**src/rtl/npu_tile_sequencer.sv**
```systemverilog
// NPU tile sequencer: MMIO register file, A/W buffer write-address generator and tiled OS/INTRA FSM.
// Optional feature: define NPU_PERF_CNT_EN to add the PERF busy-cycle counter at offset 0x2C.
module npu_tile_sequencer #(
    parameter int DWIDTH = 32,
    parameter int ADDR_WIDTH = 32,
    parameter int ARRAY_N = 16,
    parameter int ARRAY_M = 16,
    parameter int KMAX = 1024,
    parameter logic [ADDR_WIDTH-1:0] PARA_BASE = 32'h4000_0000,
    parameter logic [ADDR_WIDTH-1:0] IMEM_BASE = 32'h4001_0000,
    parameter logic [ADDR_WIDTH-1:0] WMEM_BASE = 32'h4002_0000
) (
    input  logic                  clk_i,
    input  logic                  rst_i,
    input  logic                  cen_i,
    input  logic                  wen_i,
    input  logic [ADDR_WIDTH-1:0] addr_i,
    input  logic [DWIDTH-1:0]     wdata_i,
    output logic [DWIDTH-1:0]     rdata_o,
    output logic                  rvalid_o,
    output logic [ARRAY_N-1:0]    a_ram_w_en,
    output logic [ADDR_WIDTH-1:0] a_ram_w_addr,
    output logic [DWIDTH-1:0]     a_ram_w_data,
    output logic [ARRAY_M-1:0]    w_ram_w_en,
    output logic [ADDR_WIDTH-1:0] w_ram_w_addr,
    output logic [DWIDTH-1:0]     w_ram_w_data,
    output logic                  a_buf_on,
    output logic                  w_buf_on,
    output logic [ADDR_WIDTH-1:0] a_base_addr,
    output logic [ADDR_WIDTH-1:0] w_base_addr,
    output logic [ADDR_WIDTH-1:0] o_base_addr,
    output logic [2:0]            operation_signal_in,
    output logic                  sa_reset,
    output logic                  o_ag_o_on,
    output logic                  Intranet_on,
    output logic                  Intra_sig_start,
    output logic                  irq_o
);
    localparam int KW = (KMAX > 1) ? $clog2(KMAX) : 1;
    localparam int RW = (ARRAY_N > 1) ? $clog2(ARRAY_N) : 1;
    localparam int CW = (ARRAY_M > 1) ? $clog2(ARRAY_M) : 1;
    localparam logic [DWIDTH-1:0] DW1 = DWIDTH'(1'b1);

    typedef enum logic [2:0] {
        S_IDLE = 3'd0, S_FLOW = 3'd1, S_SKEW = 3'd2, S_DRAIN = 3'd3,
        S_STORE = 3'd4, S_NEXT = 3'd5, S_INTRA = 3'd6, S_DONE = 3'd7
    } state_e;

    state_e state_q, state_d;
    logic [DWIDTH-1:0] cnt_q, cnt_d, tile_q, tile_d, dur_s;
    logic [DWIDTH-1:0] reg_a_base_q, reg_rows_q, reg_w_base_q, reg_cols_q, reg_o_base_q;
    logic [DWIDTH-1:0] reg_intra_o_q, reg_intra_a_q, reg_k_q, reg_tiles_q;
    logic [ADDR_WIDTH-1:0] a_base_q, w_base_q, o_base_q;
    logic [RW-1:0] a_row_q;
    logic [KW-1:0] a_col_q, w_col_q;
    logic [CW-1:0] w_row_q;
    logic [DWIDTH-1:0] rdata_q, rdata_d, perf_s;
    logic rvalid_q, done_q, err_q;
    logic a_on_q, w_on_q, sar_q, oag_q, inet_q, istart_q, irq_q;
    logic a_on_d, w_on_d, sar_d, oag_d, inet_d, istart_d, irq_d;
    logic [2:0] op_q, op_d;

    logic [15:0] offs_s;
    logic in_para_s, in_imem_s, in_wmem_s, wr_s, rd_s, busy_s, reg_wr_s, k_wr_s, ctrl_wr_s;
    logic start_os_s, start_in_s, start_req_s, cfg_bad_s, reject_s, go_s;
    logic a_wr_s, w_wr_s, last_s, last_tile_s;

    assign offs_s      = addr_i[15:0];
    assign in_para_s   = (addr_i[ADDR_WIDTH-1:16] == PARA_BASE[ADDR_WIDTH-1:16]);
    assign in_imem_s   = (addr_i[ADDR_WIDTH-1:16] == IMEM_BASE[ADDR_WIDTH-1:16]);
    assign in_wmem_s   = (addr_i[ADDR_WIDTH-1:16] == WMEM_BASE[ADDR_WIDTH-1:16]);
    assign wr_s        = cen_i & wen_i;
    assign rd_s        = cen_i & ~wen_i;
    assign busy_s      = (state_q != S_IDLE);
    assign reg_wr_s    = wr_s & in_para_s & ~busy_s;
    assign k_wr_s      = reg_wr_s & (offs_s == 16'h0024);
    assign ctrl_wr_s   = wr_s & in_para_s & (offs_s == 16'h0000);
    assign start_os_s  = ctrl_wr_s & (wdata_i == DWIDTH'(2'd1));
    assign start_in_s  = ctrl_wr_s & (wdata_i == DWIDTH'(2'd2));
    assign start_req_s = (start_os_s | start_in_s) & ~busy_s;
    assign cfg_bad_s   = (reg_k_q == '0) || (reg_k_q > DWIDTH'(KMAX)) || (reg_tiles_q == '0) ||
                         (reg_rows_q == '0) || (reg_rows_q > DWIDTH'(ARRAY_N)) ||
                         (reg_cols_q == '0) || (reg_cols_q > DWIDTH'(ARRAY_M));
    assign reject_s    = start_req_s & cfg_bad_s;
    assign go_s        = start_req_s & ~cfg_bad_s;

    // Buffer write ports are combinational; placement follows write order, not the bus address.
    assign a_wr_s       = wr_s & in_imem_s & ~busy_s;
    assign w_wr_s       = wr_s & in_wmem_s & ~busy_s;
    assign a_ram_w_en   = a_wr_s ? (ARRAY_N'(1'b1) << a_row_q) : '0;
    assign w_ram_w_en   = w_wr_s ? (ARRAY_M'(1'b1) << w_row_q) : '0;
    assign a_ram_w_addr = ADDR_WIDTH'(reg_a_base_q) + ADDR_WIDTH'(a_col_q);
    assign w_ram_w_addr = ADDR_WIDTH'(reg_w_base_q) + ADDR_WIDTH'(w_col_q);
    assign a_ram_w_data = wdata_i;
    assign w_ram_w_data = wdata_i;

    // A-buffer placement counters
    always_ff @(posedge clk_i) begin
        if (rst_i || k_wr_s || go_s) begin
            a_row_q <= '0;
            a_col_q <= '0;
        end else if (a_wr_s) begin
            if (DWIDTH'(a_col_q) == reg_k_q - DW1) begin
                a_col_q <= '0;
                a_row_q <= (DWIDTH'(a_row_q) == reg_rows_q - DW1) ? '0 : a_row_q + RW'(1'b1);
            end else begin
                a_col_q <= a_col_q + KW'(1'b1);
            end
        end
    end

    // W-buffer placement counters
    always_ff @(posedge clk_i) begin
        if (rst_i || k_wr_s || go_s) begin
            w_row_q <= '0;
            w_col_q <= '0;
        end else if (w_wr_s) begin
            if (DWIDTH'(w_col_q) == reg_k_q - DW1) begin
                w_col_q <= '0;
                w_row_q <= (DWIDTH'(w_row_q) == reg_cols_q - DW1) ? '0 : w_row_q + CW'(1'b1);
            end else begin
                w_col_q <= w_col_q + KW'(1'b1);
            end
        end
    end

    // Configuration register file
    always_ff @(posedge clk_i) begin
        if (rst_i) begin
            reg_a_base_q  <= '0; reg_rows_q    <= '0; reg_w_base_q <= '0;
            reg_cols_q    <= '0; reg_o_base_q  <= '0; reg_intra_o_q <= '0;
            reg_intra_a_q <= '0; reg_k_q       <= '0; reg_tiles_q  <= '0;
        end else if (reg_wr_s) begin
            case (offs_s)
                16'h0008: reg_a_base_q  <= wdata_i;
                16'h000C: reg_rows_q    <= wdata_i;
                16'h0010: reg_w_base_q  <= wdata_i;
                16'h0014: reg_cols_q    <= wdata_i;
                16'h0018: reg_o_base_q  <= wdata_i;
                16'h001C: reg_intra_o_q <= wdata_i;
                16'h0020: reg_intra_a_q <= wdata_i;
                16'h0024: reg_k_q       <= wdata_i;
                16'h0028: reg_tiles_q   <= wdata_i;
                default:  reg_k_q       <= reg_k_q;
            endcase
        end
    end

`ifdef NPU_PERF_CNT_EN
    logic [31:0] perf_q;
    // Busy-cycle counter, restarted by each accepted start and saturating
    always_ff @(posedge clk_i) begin
        if (rst_i || go_s) begin
            perf_q <= 32'd0;
        end else if (busy_s && (perf_q != 32'hFFFF_FFFF)) begin
            perf_q <= perf_q + 32'd1;
        end
    end
    assign perf_s = DWIDTH'(perf_q);
`else
    assign perf_s = '0;
`endif

    // Read-data mux; IMEM/WMEM and unmapped offsets read as zero
    always_comb begin
        rdata_d = '0;
        if (rd_s && in_para_s) begin
            case (offs_s)
                16'h0004: rdata_d = {{(DWIDTH-3){1'b0}}, err_q, done_q, busy_s};
                16'h0008: rdata_d = reg_a_base_q;
                16'h000C: rdata_d = reg_rows_q;
                16'h0010: rdata_d = reg_w_base_q;
                16'h0014: rdata_d = reg_cols_q;
                16'h0018: rdata_d = reg_o_base_q;
                16'h001C: rdata_d = reg_intra_o_q;
                16'h0020: rdata_d = reg_intra_a_q;
                16'h0024: rdata_d = reg_k_q;
                16'h0028: rdata_d = reg_tiles_q;
                16'h002C: rdata_d = perf_s;
                default:  rdata_d = '0;
            endcase
        end else begin
            rdata_d = '0;
        end
    end

    // Phase length of the current state; cnt runs 0..dur-1
    always_comb begin
        case (state_q)
            S_FLOW:  dur_s = reg_k_q;
            S_SKEW:  dur_s = reg_rows_q + reg_cols_q - DW1;
            S_DRAIN: dur_s = DWIDTH'(ARRAY_N) - reg_rows_q;
            S_STORE: dur_s = reg_rows_q + DW1;
            S_INTRA: dur_s = reg_rows_q + reg_cols_q;
            default: dur_s = DW1;
        endcase
    end
    assign last_s      = (cnt_q == dur_s - DW1);
    assign last_tile_s = (tile_q == reg_tiles_q - DW1);

    // Next-state logic
    always_comb begin
        state_d = state_q;
        cnt_d   = cnt_q + DW1;
        tile_d  = tile_q;
        case (state_q)
            S_IDLE: begin
                cnt_d = '0;
                if (go_s) begin
                    tile_d  = '0;
                    state_d = start_os_s ? S_FLOW : S_INTRA;
                end else begin
                    state_d = S_IDLE;
                end
            end
            S_FLOW:  if (last_s) begin state_d = S_SKEW; cnt_d = '0; end else state_d = S_FLOW;
            S_SKEW: begin
                if (last_s) begin
                    state_d = (reg_rows_q == DWIDTH'(ARRAY_N)) ? S_STORE : S_DRAIN;
                    cnt_d   = '0;
                end else begin
                    state_d = S_SKEW;
                end
            end
            S_DRAIN: if (last_s) begin state_d = S_STORE; cnt_d = '0; end else state_d = S_DRAIN;
            S_STORE: if (last_s) begin state_d = S_NEXT; cnt_d = '0; end else state_d = S_STORE;
            S_NEXT: begin
                cnt_d = '0;
                if (last_tile_s) begin
                    state_d = S_DONE;
                end else begin
                    state_d = S_FLOW;
                    tile_d  = tile_q + DW1;
                end
            end
            S_INTRA: if (last_s) begin state_d = S_DONE; cnt_d = '0; end else state_d = S_INTRA;
            S_DONE:  begin state_d = S_IDLE; cnt_d = '0; end
            default: begin state_d = S_IDLE; cnt_d = '0; end
        endcase
    end

    // Control decode from the next state so the registered outputs line up with state_q
    always_comb begin
        a_on_d = 1'b0; w_on_d = 1'b0; op_d = 3'b000; sar_d = 1'b0;
        oag_d = 1'b0; inet_d = 1'b0; istart_d = 1'b0;
        case (state_d)
            S_IDLE:  sar_d = 1'b1;
            S_FLOW:  begin a_on_d = 1'b1; w_on_d = 1'b1; op_d = 3'b100; end
            S_SKEW:  op_d = 3'b100;
            S_DRAIN: op_d = 3'b110;
            S_STORE: begin op_d = 3'b110; oag_d = 1'b1; end
            S_NEXT:  sar_d = 1'b1;
            S_INTRA: begin inet_d = 1'b1; istart_d = (cnt_d == '0); end
            default: sar_d = 1'b0;
        endcase
        irq_d = (state_d == S_DONE) | reject_s;
    end

    // FSM state, counters and registered control outputs
    always_ff @(posedge clk_i) begin
        if (rst_i) begin
            state_q <= S_IDLE; cnt_q <= '0; tile_q <= '0;
            a_on_q <= 1'b0; w_on_q <= 1'b0; op_q <= 3'b000; sar_q <= 1'b1;
            oag_q <= 1'b0; inet_q <= 1'b0; istart_q <= 1'b0; irq_q <= 1'b0;
            rdata_q <= '0; rvalid_q <= 1'b0;
        end else begin
            state_q <= state_d; cnt_q <= cnt_d; tile_q <= tile_d;
            a_on_q <= a_on_d; w_on_q <= w_on_d; op_q <= op_d; sar_q <= sar_d;
            oag_q <= oag_d; inet_q <= inet_d; istart_q <= istart_d; irq_q <= irq_d;
            rdata_q <= rdata_d; rvalid_q <= rd_s;
        end
    end

    // Tile base addresses and sticky status; a CTRL write clears done/err unless re-set this cycle
    always_ff @(posedge clk_i) begin
        if (rst_i) begin
            a_base_q <= '0; w_base_q <= '0; o_base_q <= '0;
            done_q <= 1'b0; err_q <= 1'b0;
        end else begin
            if (go_s) begin
                a_base_q <= ADDR_WIDTH'(reg_a_base_q);
                w_base_q <= ADDR_WIDTH'(reg_w_base_q);
                o_base_q <= ADDR_WIDTH'(reg_o_base_q);
            end else if ((state_q == S_NEXT) && !last_tile_s) begin
                a_base_q <= a_base_q + ADDR_WIDTH'(reg_k_q);
                o_base_q <= o_base_q + ADDR_WIDTH'(reg_rows_q);
            end
            if (ctrl_wr_s) begin
                done_q <= 1'b0;
                err_q  <= 1'b0;
            end
            if (state_d == S_DONE) done_q <= 1'b1;
            if (reject_s) err_q <= 1'b1;
        end
    end

    assign rdata_o             = rdata_q;
    assign rvalid_o            = rvalid_q;
    assign a_buf_on            = a_on_q;
    assign w_buf_on            = w_on_q;
    assign operation_signal_in = op_q;
    assign sa_reset            = sar_q;
    assign o_ag_o_on           = oag_q;
    assign Intranet_on         = inet_q;
    assign Intra_sig_start     = istart_q;
    assign irq_o               = irq_q;
    assign a_base_addr         = a_base_q;
    assign w_base_addr         = w_base_q;
    assign o_base_addr         = o_base_q;
endmodule

```
**config.mk**
```make
export PLATFORM = sky130hd
export DESIGN_NAME = npu_tile_sequencer
export DESIGN_NICKNAME = d
export VERILOG_FILES = /design/src/rtl/npu_tile_sequencer.sv
export SDC_FILE = /design/constraint.sdc
export NUM_CORES = 2
export LEC_CHECK = 0
export ABC_AREA = 1
export CORE_ASPECT_RATIO = 1.2
export CORE_MARGIN = 8
export CORE_UTILIZATION = 60
export DETAILED_ROUTE_END_ITERATION = 8
export MAX_ROUTING_LAYER = met4
export PLACE_DENSITY = 0.87
export SYNTH_ARGS = -nofsm -noshare
export SYNTH_HDL_FRONTEND = slang
export SYNTH_SLANG_ARGS = --single-unit
```
**constraint.sdc**
```tcl
create_clock -name clk_i -period 8.3 [get_ports clk_i]
set_input_delay 1.66 -clock clk_i [delete_from_list [all_inputs] [get_ports clk_i]]
set_output_delay 1.66 -clock clk_i [all_outputs]
set_load 0.02 [all_outputs]
```
# After elaboration in Yosys (flattened, before gate mapping)
# Cells that the tools add are included.
word_totals:
  regBits: 523
  in_bits: 68
  word_cells: 192
classes:
  eq_ne: 38
  shift: 2
  reduce_logical: 43
  muxes: 35
  bitwise_logic: 22
  order_cmp: 3
  add_sub_neg: 19
op_table:
  columns: ["cell", "n"]
  rows:
  - ["$pmux 32 s10", 1]
  - ["$mux 32", 7]
  - ["$sub 32x1->32 const B", 6]
  - ["$logic_not 32->1", 5]
  - ["$pmux 32 s5", 1]
  - ["$pmux 32 s2", 2]
  - ["$add 32x1->32 const B", 3]
  - ["$add 32x32->32", 3]
  - ["$add 32x10->32", 2]
  - ["$eq 10x32->1", 2]
  - ["$eq 16x5->1 const B", 4]
  - ["$eq 32x32->1", 2]
  - ["$eq 4x32->1", 2]
  - ["$gt 32x5->1 const B", 2]
  - ["$eq 16x15->1 const B", 3]
  - ["$eq 16x6->1 const B", 3]
  - ["$eq 16x4->1 const B", 2]
  - ["$eq 32x1->1 const B", 1]
  - ["$eq 32x2->1 const B", 1]
  - ["$eq 32x5->1 const B", 1]
  - ["$gt 32x11->1 const B", 1]
  - ["$mux 16", 2]
  - ["$shl 1x4->16 const A", 2]
  - ["$sub 5x32->32 const A", 1]
  - ["29 further kinds", 103]

# Longest topological paths before layout
depth:
  word_depth: 14
  mapped_depth: 39
  depth_no_buf: 39

# Worst setup path before layout
# OpenSTA, ideal clock, no wires.
synth_path:
  path_kind: "reg2out"
  from: "register a_col_q[0]"
  to: "output a_ram_w_addr[30]"
  arrival_time_ps: 3983
  t_required_ps: 6640
  stages_incl_launch_ff: 21
  path_slack_ps: 2657
  cell_sequence: "dfxtp_1 ha_1 inv_1 fa_1 o21ai_0 a21oi_1 o21bai_1 a21oi_1 o21bai_1 a21oi_1 o21ai_0 nand3_1 nor3_1 nand3_1 nor3_1 nand4_1 nor3_1 nand3_1 nor2_1 nand2_1 xor2_1"
synth_between:
  elab_chain_cells: 1
synth_rtl:
  columns: ["element", "line", "source"]
  rows:
  - ["start, declared", "55", "logic [KW-1:0] a_col_q, w_col_q;"]
  - ["start signal, assigned", "107", "a_col_q <= a_col_q + KW'(1'b1);"]
  - ["$add 32x10->32", "92", "assign a_ram_w_addr = ADDR_WIDTH'(reg_a_base_q) + ADDR_WIDTH'(a_col_q);"]
  - ["end, declared", "22", "output logic [ADDR_WIDTH-1:0] a_ram_w_addr,"]
# Every way passes these cells.

# Final worst setup path
# Ends and elaborated chain as after synthesis.

==> flow_summary.toml <==
[status]
outcome = "finished with violations"
failed_checks = "capacitance limit, slew limit"

[floorplanning]
die_area_um2 = 72230
rows = 101
core_um2 = 63190
die_width_um = 246.7
die_h_um = 292.8
ios = 367
initial_core_util_pct = 60.64

[power]
share_comb_of_total_power_pct = 22.5
internal-power_uw = 4461
p_seq_share_pct = 37.9
p_per_area_nw_per_um2 = 151.5
switching_share_pct = 32.91
cellLeakagePower_uw = 0.01900
power_frac_clock_pct = 39.6
switchingPower_uw = 2188
vdd_drop_max_mv = 0.1525

[synth]
synth_commonest_cells = "nand2_1 (1,265), inv_1 (612), nor2_1 (594)"
async_flop_share_pct = 0
synth-seq-cells = 522
synth_area_um2 = 38320
ys.flop_type = "dfxtp_1"
syn_area_per_cell_um2 = 6.400
synth_cells = 5987
synth_nets = 6197
synthTopCellsByArea = "dfxtp_1 (27%), nand2_1 (12%), a21oi_1 (7.3%), inv_1 (6.0%), nor2_1 (5.8%)"
ys_warn_count = 0
yosysTopAreaCell = "dfxtp_1"
yosysUniqueCellTypes = 67
synth_most_common_cell = "nand2_1"
yosysSeqAreaShare_pct = 27.27
synth.top_cell.area_share_pct = 27.27
synth_edf_count = 0

[sta]
hold_violations = 0
max_slew.worst_pin.slew_ns = 1.496
maxSlewHeadroom_pct = -0.1019
hold-worst-slack_ns = 0.4690
fin_crit_sh_pct = 93.47
fin_skew_ns = 0.02590
totalNegativeSetupSlack_ns = 0
setup_violations = 0
drv_slew = 1
rsz0062_at_grt = "no"
max_freq_ghz = 0.1289
period_needed_ns = 7.758

[clock_network]
clkTransAtPathRegs_ns = 0.06
cts.sinks = 522
htree_num_levels = 2
root_buffer = "clkbuf_16"
post-cts-setup-buffer-count = 0
max-clock-path-buffers = 3
cts_buffers = 56
insertion_delay_ns = 0.64
ctsHoldBuffers = 0
cts_tree = "yes"
cts_resized = 0

[critical_path]
rr_startpoint = "reg_rows_q[0]$_SDFFE_PP0P_"
cp_slowest_cell = "clkdlybuf4s50_1"
critPathLaunchType = "register"
r2r_slack_ns = 1.56
crit_chain = "ha_1, inv_1, fa_1, o21ai_0, a21oi_1, o21bai_1, a21oi_1, o21bai_1, a21oi_1, o21ai_0, nand3_1, nor3_1, nand3_1, nor3_2, nand4_1, nor3_1, nand3_1, nor2_1, nand2_1, xor2_1, clkdlybuf4s50_1"
critPathArrivalTime_ns = 6.10
crit_type = "register to output pin"
worstSetupEndpointType = "output pin"
r2r_cells = 29
r2r_end = "cnt_q[2]$_SDFF_PP0_"
critPathMaxStageDelay_ns = 0.63
worstPathMaxFanout = 6
cp.required_ns = 6.64

[grt]
grt_max_degree = 110
overflow = 0
grt_util_all_layers_pct = 45.04
grt_pass1_vias = 42318
antenna_found_initial = 5
grt_pass1_wl_mm = 245.8

[layout]
drive_above_1_share_pct = 5.696
n_fill_cell = 5585
fin_nets = 6366
syn_to_final_growth_pct = 14.53

[routing]
drc = 0
antenna_left = 0
dr.pass1.iters = 9
wl_per_cell_um = 23.74
drt-initial-drc-count = 6235
routed_wl_mm = 166.8
num_vias = 44694
via_per_inst = 6.359

[hold_path]
min_path_cells = 2
min-delay-start = "w_base_addr[6]$_SDFFE_PP0P_"
min_to = "w_base_addr[6]$_SDFFE_PP0P_"
min_path_type = "register to register"

[place]
dp_hpwl_mm = 127.9
place_congestion = 1.082
portBuffers = 365

[flow_run]
maxCapViolCount = 1
[registers in the layout (all words and copies together), names as in the netlist, 2 cells and up]
signal and flops:
a_base_addr 32, a_col_q 10, a_row_q 4, cnt_q 32
o_base_addr 32, operation_signal_in 2, rdata_o 32, reg_a_base_q 32
reg_cols_q 32, reg_intra_a_q 32, reg_intra_o_q 32, reg_k_q 32
reg_o_base_q 32, reg_rows_q 32, reg_tiles_q 32, reg_w_base_q 32
state_q 3, tile_q 32, w_base_addr 32, w_col_q 10
w_row_q 4
[layout make-up]
class                           count  area (um^2)  area share [%]
Antenna cell                        7        17.52         0.03992
Clock buffer                       82         1722           3.923
Clock inverter                     17        182.7          0.4163
Inverter                          710         2674           6.093
Multi-Input combinational cell   4463        23870           54.39
Sequential cell                   522        10450           23.81
Tap cell                          824         1031           2.349
Timing Repair Buffer              403         3936           8.970
[worst max-delay path by stage]
stage	start	end	slack, ns	depth (start not counted)
after global placement	a_col_q[0]$_SDFFE_PP0P_	a_ram_w_addr[30]	1.08	21
after floorplan	a_col_q[0]$_SDFFE_PP0P_	a_ram_w_addr[30]	2.66	20
after global routing	a_col_q[0]$_SDFFE_PP0P_	a_ram_w_addr[30]	0.25	21
after detailed placement	a_col_q[0]$_SDFFE_PP0P_	a_ram_w_addr[30]	1.06	21
final	a_col_q[0]$_SDFFE_PP0P_	a_ram_w_addr[30]	0.54	21
after CTS	a_col_q[0]$_SDFFE_PP0P_	a_ram_w_addr[30]	0.39	21
[power groups by stage]
stage | Sequential, uW | Combinational (uW) | Clock [uW]
finish | 2520 | 1500 | 2630
global route | 2520 | 1620 | 2710
CTS | 2520 | 1450 | 2610
detailed placement | 2580 | 1450 | 0
global placement | 2580 | 1420 | 0
floorplan | 2580 | 1030 | 0
[kinds of logic (layout without fill, tap and decap cells)]
| logic type | Yosys count | count (layout) | share of synthesized area (%) |
|---|---|---|---|
| buffers and inverters | 1002 | 1212 | 10.67 |
| other | 1 | 8 | 0.009787 |
| AO/OA/AOI/OAI | 1260 | 1260 | 18.35 |
| XOR/XNOR | 297 | 297 | 6.789 |
| flip-flops | 522 | 522 | 27.27 |
| AND/OR/NAND/NOR | 2763 | 2763 | 32.17 |
| adder cells (fa/ha/maj) | 142 | 142 | 4.735 |
[cells in the final DEF, fill, tap and decap left out, types with 17 or more instances in the layout]
cell             count
nand2_1           1265
inv_1              610
nor2_1             581
a21oi_1            557
dfxtp_1            522
o21ai_0            435
clkdlybuf4s50_1    364
nand3_1            335
xor2_1             247
nor3_1             181
ha_1               137
nand4_1            121
nor4_1              77
clkbuf_16           58
inv_2               53
xnor2_1             50
nor2_2              45
clkinv_1            44
a31oi_1             42
nand2_2             40
a221oi_1            39
buf_4               39
o22ai_1             28
nor2_4              26
nand3_2             19
nor3b_1             18
clkbuf_8            18
a22oi_1             17
o211ai_1            17
o2111ai_1           17
[critical path, delay by kind of cell, from the launching register on]
family | cells | cell delay [ns]
fa+ha+maj | 2 | 0.61
xor+xnor | 1 | 0.15
compound gates | 7 | 1.48
flops | 1 | 0.42
buf+inv | 2 | 0.69
simple gates | 9 | 2.13
[per-layer routing]
layer	share of wire [%]	wire, um	up-vias	track usage (%)
met3	11	18800	898	9.276
li1	-	-	20309	-
met4	9.7	16130	0	35.99
met1	34	56270	20282	49.20
met2	45	75610	3205	70.74
met5	0	0	-	-
[metrics by stage]
stage	total power [uW]	utilization (%)	std cells	worst slack [ns]	instance area (um^2)
2_1_floorplan	3608	-	5987	2.657	38320
3_3_place_gp	3996	66.40	6922	1.078	41960
3_5_place_dp	4024	66.40	6922	1.065	41960
4_1_cts	6589	69.41	7021	0.3889	43860
5_1_grt	6850	69.44	7025	0.2470	43870
6_report	6650	69.45	7028	0.5422	43880
Power figures use the tool's default switching activity.
